**src/rtl/asrv32_pipe_ctrl.sv**
```systemverilog
// ASRV32 five-stage pipeline sequencer: stage valids, stall chain, enables/flushes and
// the drain-then-redirect exception FSM (built only when ASRV32_TRAP_EN is defined).
module asrv32_pipe_ctrl #(
  parameter int REDIRECT_CYCLES = 1,
  localparam int EXCEPTION_WIDTH = 4
) (
  input  logic                       i_clk,
  input  logic                       i_rst_n,
  input  logic                       i_fetch_ack,
  input  logic                       i_load_use,
  input  logic                       i_x_stall,
  input  logic                       i_dmem_stall,
  input  logic                       i_branch_taken,
  input  logic [EXCEPTION_WIDTH-1:0] i_exception,
  output logic [4:0]                 o_ce,
  output logic [4:0]                 o_flush,
  output logic [4:0]                 o_valid,
  output logic                       o_trap_redirect,
  output logic                       o_mret_redirect,
  output logic [EXCEPTION_WIDTH-1:0] o_trap_cause,
  output logic [1:0]                 o_state
);

  typedef enum logic [1:0] {
    ST_RUN      = 2'd0,
    ST_DRAIN    = 2'd1,
    ST_REDIRECT = 2'd2
  } state_e;

  // Exception bit order: [0] ILLEGAL, [1] ECALL, [2] EBREAK, [3] MRET
  localparam logic [EXCEPTION_WIDTH-1:0] MRET_ONLY = EXCEPTION_WIDTH'(8);

  state_e                     state_q, state_d;
  logic [3:0]                 cnt_q, cnt_d;
  logic [EXCEPTION_WIDTH-1:0] cause_q, cause_d;
  logic                       dec_vld_q, dec_vld_d;
  logic                       exe_vld_q, exe_vld_d;
  logic                       mem_vld_q, mem_vld_d;
  logic                       wb_vld_q, wb_vld_d;

  logic       st_m, st_x, st_d, lu, br, exc, exc_raw;
  logic [4:0] ce, flush;
  logic       redirect_active, mret_only;

  assign st_m = i_dmem_stall;
  assign st_x = i_x_stall | st_m;
  assign lu   = i_load_use & dec_vld_q;
  assign st_d = lu | st_x;
  assign br   = (state_q == ST_RUN) & exe_vld_q & ~st_x & i_branch_taken;
  assign exc  = (state_q == ST_RUN) & exe_vld_q & ~st_x & exc_raw;

  assign redirect_active = (state_q == ST_REDIRECT);
  assign mret_only       = (cause_q == MRET_ONLY);

  always_comb begin
    state_d   = state_q;
    cnt_d     = cnt_q;
    cause_d   = cause_q;
    ce        = {1'b1, ~st_m, 3'b000};
    flush     = 5'b00000;
    wb_vld_d  = mem_vld_q & ~st_m;
    mem_vld_d = mem_vld_q;
    exe_vld_d = exe_vld_q;
    dec_vld_d = dec_vld_q;

    unique case (state_q)
      ST_RUN: begin
        ce[2]    = ~st_x;
        ce[1]    = ~st_d | br | exc;
        ce[0]    = (~st_d & i_fetch_ack) | br;
        flush[1] = br | exc;
        flush[2] = exc;
        if (!st_m) mem_vld_d = exe_vld_q & ~st_x & ~exc;
        if (!st_x) exe_vld_d = dec_vld_q & ~lu & ~br & ~exc;
        if (br | exc) dec_vld_d = 1'b0;
        else if (!st_d) dec_vld_d = i_fetch_ack;
        if (exc) begin
          state_d = ST_DRAIN;
          cause_d = i_exception;
        end
      end
      ST_DRAIN: begin
        dec_vld_d = 1'b0;
        exe_vld_d = 1'b0;
        if (!st_m) mem_vld_d = 1'b0;
        // A memory stall freezes the drain, so every stalled cycle adds exactly one cycle
        if (st_m) wb_vld_d = wb_vld_q;
        if (!mem_vld_q && !wb_vld_q && !st_m) begin
          state_d = ST_REDIRECT;
          cnt_d   = 4'(REDIRECT_CYCLES - 1);
        end
      end
      ST_REDIRECT: begin
        if (cnt_q == 4'd0) state_d = ST_RUN;
        else cnt_d = cnt_q - 4'd1;
      end
      default: state_d = ST_RUN;
    endcase
  end

`ifdef ASRV32_TRAP_EN
  assign exc_raw         = |i_exception;
  assign o_trap_cause    = cause_q;
  assign o_trap_redirect = redirect_active & ~mret_only;
  assign o_mret_redirect = redirect_active & mret_only;
`else
  assign exc_raw         = 1'b0;
  assign o_trap_cause    = '0;
  assign o_trap_redirect = 1'b0;
  assign o_mret_redirect = 1'b0;
  logic unused_trap;
  assign unused_trap = ^{redirect_active, mret_only};
`endif

  // Reset forces the PC and W enables on and everything else quiet
  always_comb begin
    if (!i_rst_n) begin
      o_ce    = 5'b10001;
      o_flush = 5'b00000;
    end else begin
      o_ce    = ce;
      o_flush = flush;
    end
  end

  assign o_valid = {wb_vld_q, mem_vld_q, exe_vld_q, dec_vld_q, i_fetch_ack & i_rst_n};
  assign o_state = state_q;

  always_ff @(posedge i_clk or negedge i_rst_n) begin
    if (!i_rst_n) begin
      state_q   <= ST_RUN;
      cnt_q     <= 4'd0;
      cause_q   <= '0;
      dec_vld_q <= 1'b0;
      exe_vld_q <= 1'b0;
      mem_vld_q <= 1'b0;
      wb_vld_q  <= 1'b0;
    end else begin
      state_q   <= state_d;
      cnt_q     <= cnt_d;
      cause_q   <= cause_d;
      dec_vld_q <= dec_vld_d;
      exe_vld_q <= exe_vld_d;
      mem_vld_q <= mem_vld_d;
      wb_vld_q  <= wb_vld_d;
    end
  end

endmodule
```
**config.mk**
```make
export PLATFORM = sky130hd
export DESIGN_NAME = asrv32_pipe_ctrl
export DESIGN_NICKNAME = d
export VERILOG_FILES = /design/src/rtl/asrv32_pipe_ctrl.sv
export SDC_FILE = /design/constraint.sdc
export NUM_CORES = 1
export LEC_CHECK = 0
export CELL_PAD_IN_SITES_DETAIL_PLACEMENT = 0
export CELL_PAD_IN_SITES_GLOBAL_PLACEMENT = 2
export CORE_MARGIN = 3
export CORE_UTILIZATION = 14
export DETAILED_ROUTE_END_ITERATION = 16
export GPL_ROUTABILITY_DRIVEN = 0
export PLACE_DENSITY = 0.75
export SLEW_MARGIN = 20
export SYNTH_ARGS = -nofsm -noshare
export SYNTH_HDL_FRONTEND = slang
export SYNTH_SLANG_ARGS = --single-unit
```
**constraint.sdc**
```tcl
create_clock -name i_clk -period 1.3 [get_ports i_clk]
set_clock_uncertainty 0.2 [all_clocks]
set_input_delay 0.195 -clock i_clk [delete_from_list [all_inputs] [get_ports i_clk]]
set_output_delay 0.195 -clock i_clk [all_outputs]
set_load 0.1 [all_outputs]
```
== Word-level counts from Yosys, hierarchy flattened ==
Cells that the tools add are included.

* Bits in registers: 10
* Latch bits: 0
* Bits in writable memories: 0
* ROM bits: 0
* Input port bits: 11
* Output and inout bits: 23
* Logic and storage cells: 70
* Memories: 0

* Add/sub/neg operators: 1
* $mul: 0
* Divide/modulo/power cells: 0
* Magnitude comparators: 0
* Equal/unequal tests: 9
* Shift-type cells: 0
* Mux-type cells: 20
* Bitwise operators: 20
* Reductions and logical operators: 14

{| class="wikitable"
|+ Operators by type and width
! operator !! number
|-
| 2-to-1 mux 4 bit || 3
|-
| AND 1 bit || 10
|-
| != test 2 bit, second input constant || 5
|-
| AND reduction 3 bit || 3
|-
| 2-to-1 mux 1 bit || 8
|-
| one-hot mux 4 bit (2 select lines) || 1
|-
| 2-to-1 mux 3 bit || 2
|-
| inverter 1 bit || 6
|-
| one-hot mux 1 bit (2 select lines) || 3
|-
| one-hot mux 2 bit (3 select lines) || 1
|-
| logical NOT 4 bit || 1
|-
| 2-to-1 mux 2 bit || 2
|-
| bitwise OR 1 bit || 4
|-
| AND reduction 2 bit || 2
|-
| nonzero test 2 bit || 2
|-
| subtractor 4 x 1 -> 4 bit, second input constant || 1
|-
| logical NOT 1 bit || 3
|-
| != test 3 bit, second input constant || 1
|-
| equality test 2 x 1 -> 1 bit, second input constant || 1
|-
| equality test 2 bit, second input constant || 1
|-
| logical AND 1 bit || 2
|-
| logical NOT 2 bit || 1
|-
| != test 2 x 1 -> 1 bit, second input constant || 1
|}

== Depth between registers and ports, before layout ==
* Word-level depth: 8
* Mapped depth: 3
* Mapped depth without buffers: 3

== Worst setup path before layout ==
Ideal clock, no wire load.

* Path type: reg2out
* From: register exe_vld_q
* To: output port o_ce[0]
* Data arrival time: 1.915 ns
* Data required time: 0.905 ns
* Setup slack: -1.010 ns
* Cell stages (with the launch flop): 4
* Path buffers: 0
* Path through: dfrtp_1 and2_1 a21oi_1 o31ai_2

* Cells in the longest elaborated chain, start to end: 6

{| class="wikitable"
|+ Ends and longest elaborated chain
! element !! line !! RTL
|-
| start, declared || 37 || <nowiki>logic exe_vld_q, exe_vld_d;</nowiki>
|-
| start signal, assigned || 143 || <nowiki>exe_vld_q <= exe_vld_d;</nowiki>
|-
| AND 1 bit (2 in series) || n/a ||
|-
| AND 1 bit || 49 || <nowiki>assign br = (state_q == ST_RUN) & exe_vld_q & ~st_x & i_branch_taken;</nowiki>
|-
| bitwise OR 1 bit || 70 || <nowiki>ce[0] = (~st_d & i_fetch_ack) | br;</nowiki>
|-
| 2-to-1 mux 3 bit || 66 || <nowiki>unique case (state_q)</nowiki>
|-
| 2-to-1 mux 4 bit || 117 || <nowiki>if (!i_rst_n) begin</nowiki>
|-
| end, declared || 15 || <nowiki>output logic [4:0] o_ce,</nowiki>
|}

No other way between the ends.

== Final worst setup path ==
* From: register dec_vld_q
* To: output port o_ce[0]

* Cells in the longest elaborated chain, start to end: 7

{| class="wikitable"
|+ Ends and longest elaborated chain
! element !! line !! RTL
|-
| start, declared || 36 || <nowiki>logic dec_vld_q, dec_vld_d;</nowiki>
|-
| start signal, assigned || 142 || <nowiki>dec_vld_q <= dec_vld_d;</nowiki>
|-
| AND 1 bit || 47 || <nowiki>assign lu = i_load_use & dec_vld_q;</nowiki>
|-
| bitwise OR 1 bit || 48 || <nowiki>assign st_d = lu | st_x;</nowiki>
|-
| inverter 1 bit || 70 ||
|-
| AND 1 bit || 70 ||
|-
| bitwise OR 1 bit || 70 ||
|-
| 2-to-1 mux 3 bit || 66 ||
|-
| 2-to-1 mux 4 bit || 117 ||
|}

No other way between the ends.

==> results.toml <==
[global_route]
grt_pass1_wl_um = 1400
grt_max_degree = 7
grt_pass1_vias = 306
antenna_found_initial = 0
grt.total_usage_pct = 5.83
global_route.overflow_total = 0

[yosys]
ys_seq_elements = 4
ys_async_sr_fraction_pct = 100
ys_seq_area_share_pct = 26.8
syn-cell-area_sq_um = 373
yosys-top-cells-count = "17 x buf_4, 4 x dfrtp_1, 3 x nand2_1"
synth_edf_count = 0
ys.flop_type = "dfrtp_1"
synthMostInstantiatedCell = "buf_4"
syn-instance-count = 43
synth_area_leaders = "buf_4 34%, dfrtp_1 27%, and2b_2 4.7%, a31oi_2 3.4%, and2_1 3.4%"
ys_warn_count = 0
synth.top_cell.area_share_pct = 34.2
synth_cell_types = 18
syn_avg_cell_area_sq_um = 8.67
yosysTopAreaCell = "buf_4"

[worst_setup_path]
required_ns = 0.90
r2r_slack_ns = 0.09
crit_fanout = 2
cp_cell_sequence = "nand2_1 > a21oi_2 > o31ai_4 > buf_12"
crit_start = "dec_vld_q"
crit_slowest_cell = "dfrtp_1"
path_buf_inv = 1
cpPeakStageDelay_ns = 0.38
reg2regPathDepth = 3
path_class = "register to output pin"
critical_path.endpoint_type = "output pin"
r2r_end = "mem_vld_q"
cp_top_family = "flip-flops"
cp-start-kind = "register"
crit_arrival_ns = 1.21
r2r-start = "exe_vld_q"

[placed_design]
hpwl_um = 746
pre_cts_slack_ns = -0.413
portBuffers = 16
dpl.cell_count = 92

[power]
cellInternalPower_uw = 426
combPwrFrac_pct = 66.7
total_power_uw = 929
leakage_nw = 0.353
seq_power_share_pct = 16.7
ir_drop_uv = 680
power.switching_uw = 504
switching_share_pct = 54.2
clockPowerShare_pct = 16.7
pwr_density_cell_nw_per_um2 = 1240

[status]
status = "complete, but fails checks"
violations = "negative setup slack"

[routing]
drc = 0
dr.pass1.iters = 2
wl_per_cell_um = 9.05
vias = 332
first_iter_violations = 8
avgViaCountPerCell = 3.35
ant_nets = 0
wl_um = 896

[worst_hold_path]
min_from = "i_x_stall"
hold_class = "input port to register"
whs_path_depth = 4
hold_end = "exe_vld_q"

[clock_network]
insertion_delay_ns = 0.24
cts.root.buffer_cell = "clkbuf_4"
numCtsBuffers = 3
cts_buffer_depth = 2
cts_tree = "yes"
h-tree-depth = 1
clkTransAtPathRegs_ns = 0.04
cts.sinks = 4

[run]
maxCapViolCount = 0

[timing]
rsz0062_at_grt = "true"
max_freq_ghz = 0.623
setup_viol = 5
whs_ns = 0.166
setup_ws_ns = -0.306
fin_setup_tns_ns = -0.913
fin_crit_sh_pct = 124
slew_viol_final = 0
fin_crit_ns = 1.61
hold_viol = 0

[die]
coreArea_sq_um = 2500
fp.dieW_um = 57.6
die_area_sq_um = 3320
rows = 18
ios = 34
fp.dieH_um = 57.6
start_util_pct = 14.9

[cells_and_area]
fin_cells = 99
nNetsFinal = 82
drive_gt1_share_pct = 59.4
area_delta_synth_final_pct = 102
fill_cells = 268
diodes = 0
worst reg2reg max path, cell delays in order (launching register included):
cell     delay [ns]
dfrtp_1        0.38
buf_4          0.15
buf_4          0.15
a22o_2         0.22
layout by cell type, fill, tap and decap left out, drive strengths merged:
master | synthesis | routed
buf | 17 | 23
conb | 2 | 13
dfrtp | 4 | 4
clkbuf | 0 | 4
nand2 | 4 | 4
o21ai | 3 | 3
nor2 | 2 | 2
and2b | 2 | 2
and2 | 2 | 2
dlygate4sd3 | 0 | 2
a31oi | 1 | 1
a21oi | 1 | 1
o31ai | 1 | 1
a21boi | 1 | 1
a22o | 1 | 1
nand4b | 1 | 1
clkinvlp | 0 | 1
dlygate4sd2 | 0 | 1
clkdlybuf4s15 | 0 | 1
clkdlybuf4s50 | 0 | 1
power groups by stage:
stage,combinational (mW),clock (mW),sequential [mW]
after floorplan,0.454,0,0.157
after global placement,0.591,0,0.156
after detailed placement,0.593,0,0.156
after CTS,0.622,0.162,0.155
after global routing,0.638,0.171,0.157
final,0.619,0.155,0.155
worst max path at each step:
stage                          to  slack, ns  depth (start not counted)
after floorplan           o_ce[0]      -0.51                          3
after global placement    o_ce[0]      -0.42                          4
after detailed placement  o_ce[0]      -0.41                          5
after CTS                 o_ce[0]      -0.39                          4
after global routing      o_ce[0]      -0.36                          4
final                     o_ce[0]      -0.31                          4
registers in the layout (all words and copies together), names as in the netlist:
name	flops
dec_vld_q	1
exe_vld_q	1
wb_vld_q	1
mem_vld_q	1
layer usage:
layer	share of wire, %	track usage [%]	wire length [um]	vias to the layer above
met3	13	4.07	115	0
met4	0	1.99	0	0
met5	0	0	0	-
met2	51	9.35	455	19
met1	36	5.99	325	152
li1	-	-	-	161
stage by stage:
stage	util, %	instance area (sq um)
after floorplan	-	444
after global placement	27.3	682
after detailed placement	27.3	682
after CTS	30.5	762
after global routing	30.1	752
final	30.1	752
layout make-up:
cell class                 count  area, sq um  area share [%]
clock buffer                   3         22.5            3.00
sequential                     4          100            13.3
tap                           30         37.5            4.99
multi-input combinational     32          229            30.4
inverter                       1         7.51           0.998
timing repair buffer          29          355            47.3
cells by family (layout without fill, tap and decap cells):
| family | Yosys count | after routing | share of synthesized area (%) |
|---|---|---|---|
| buffers and inverters | 18 | 33 | 35.2 |
| other | 2 | 13 | 2.01 |
| flip-flops | 4 | 4 | 26.8 |
| AND/OR/NAND/NOR | 11 | 11 | 19.1 |
| AO/OA/AOI/OAI | 8 | 8 | 16.8 |
what timing repair did:
item	CTS	global route
setup buffers	2	0
endpoints found under the setup margin	8	8
hold endpoints to repair	4	0
pin swaps	7	4
hold buffers	2	0
resized for setup	20	3
(Power assumes the default switching activity.)
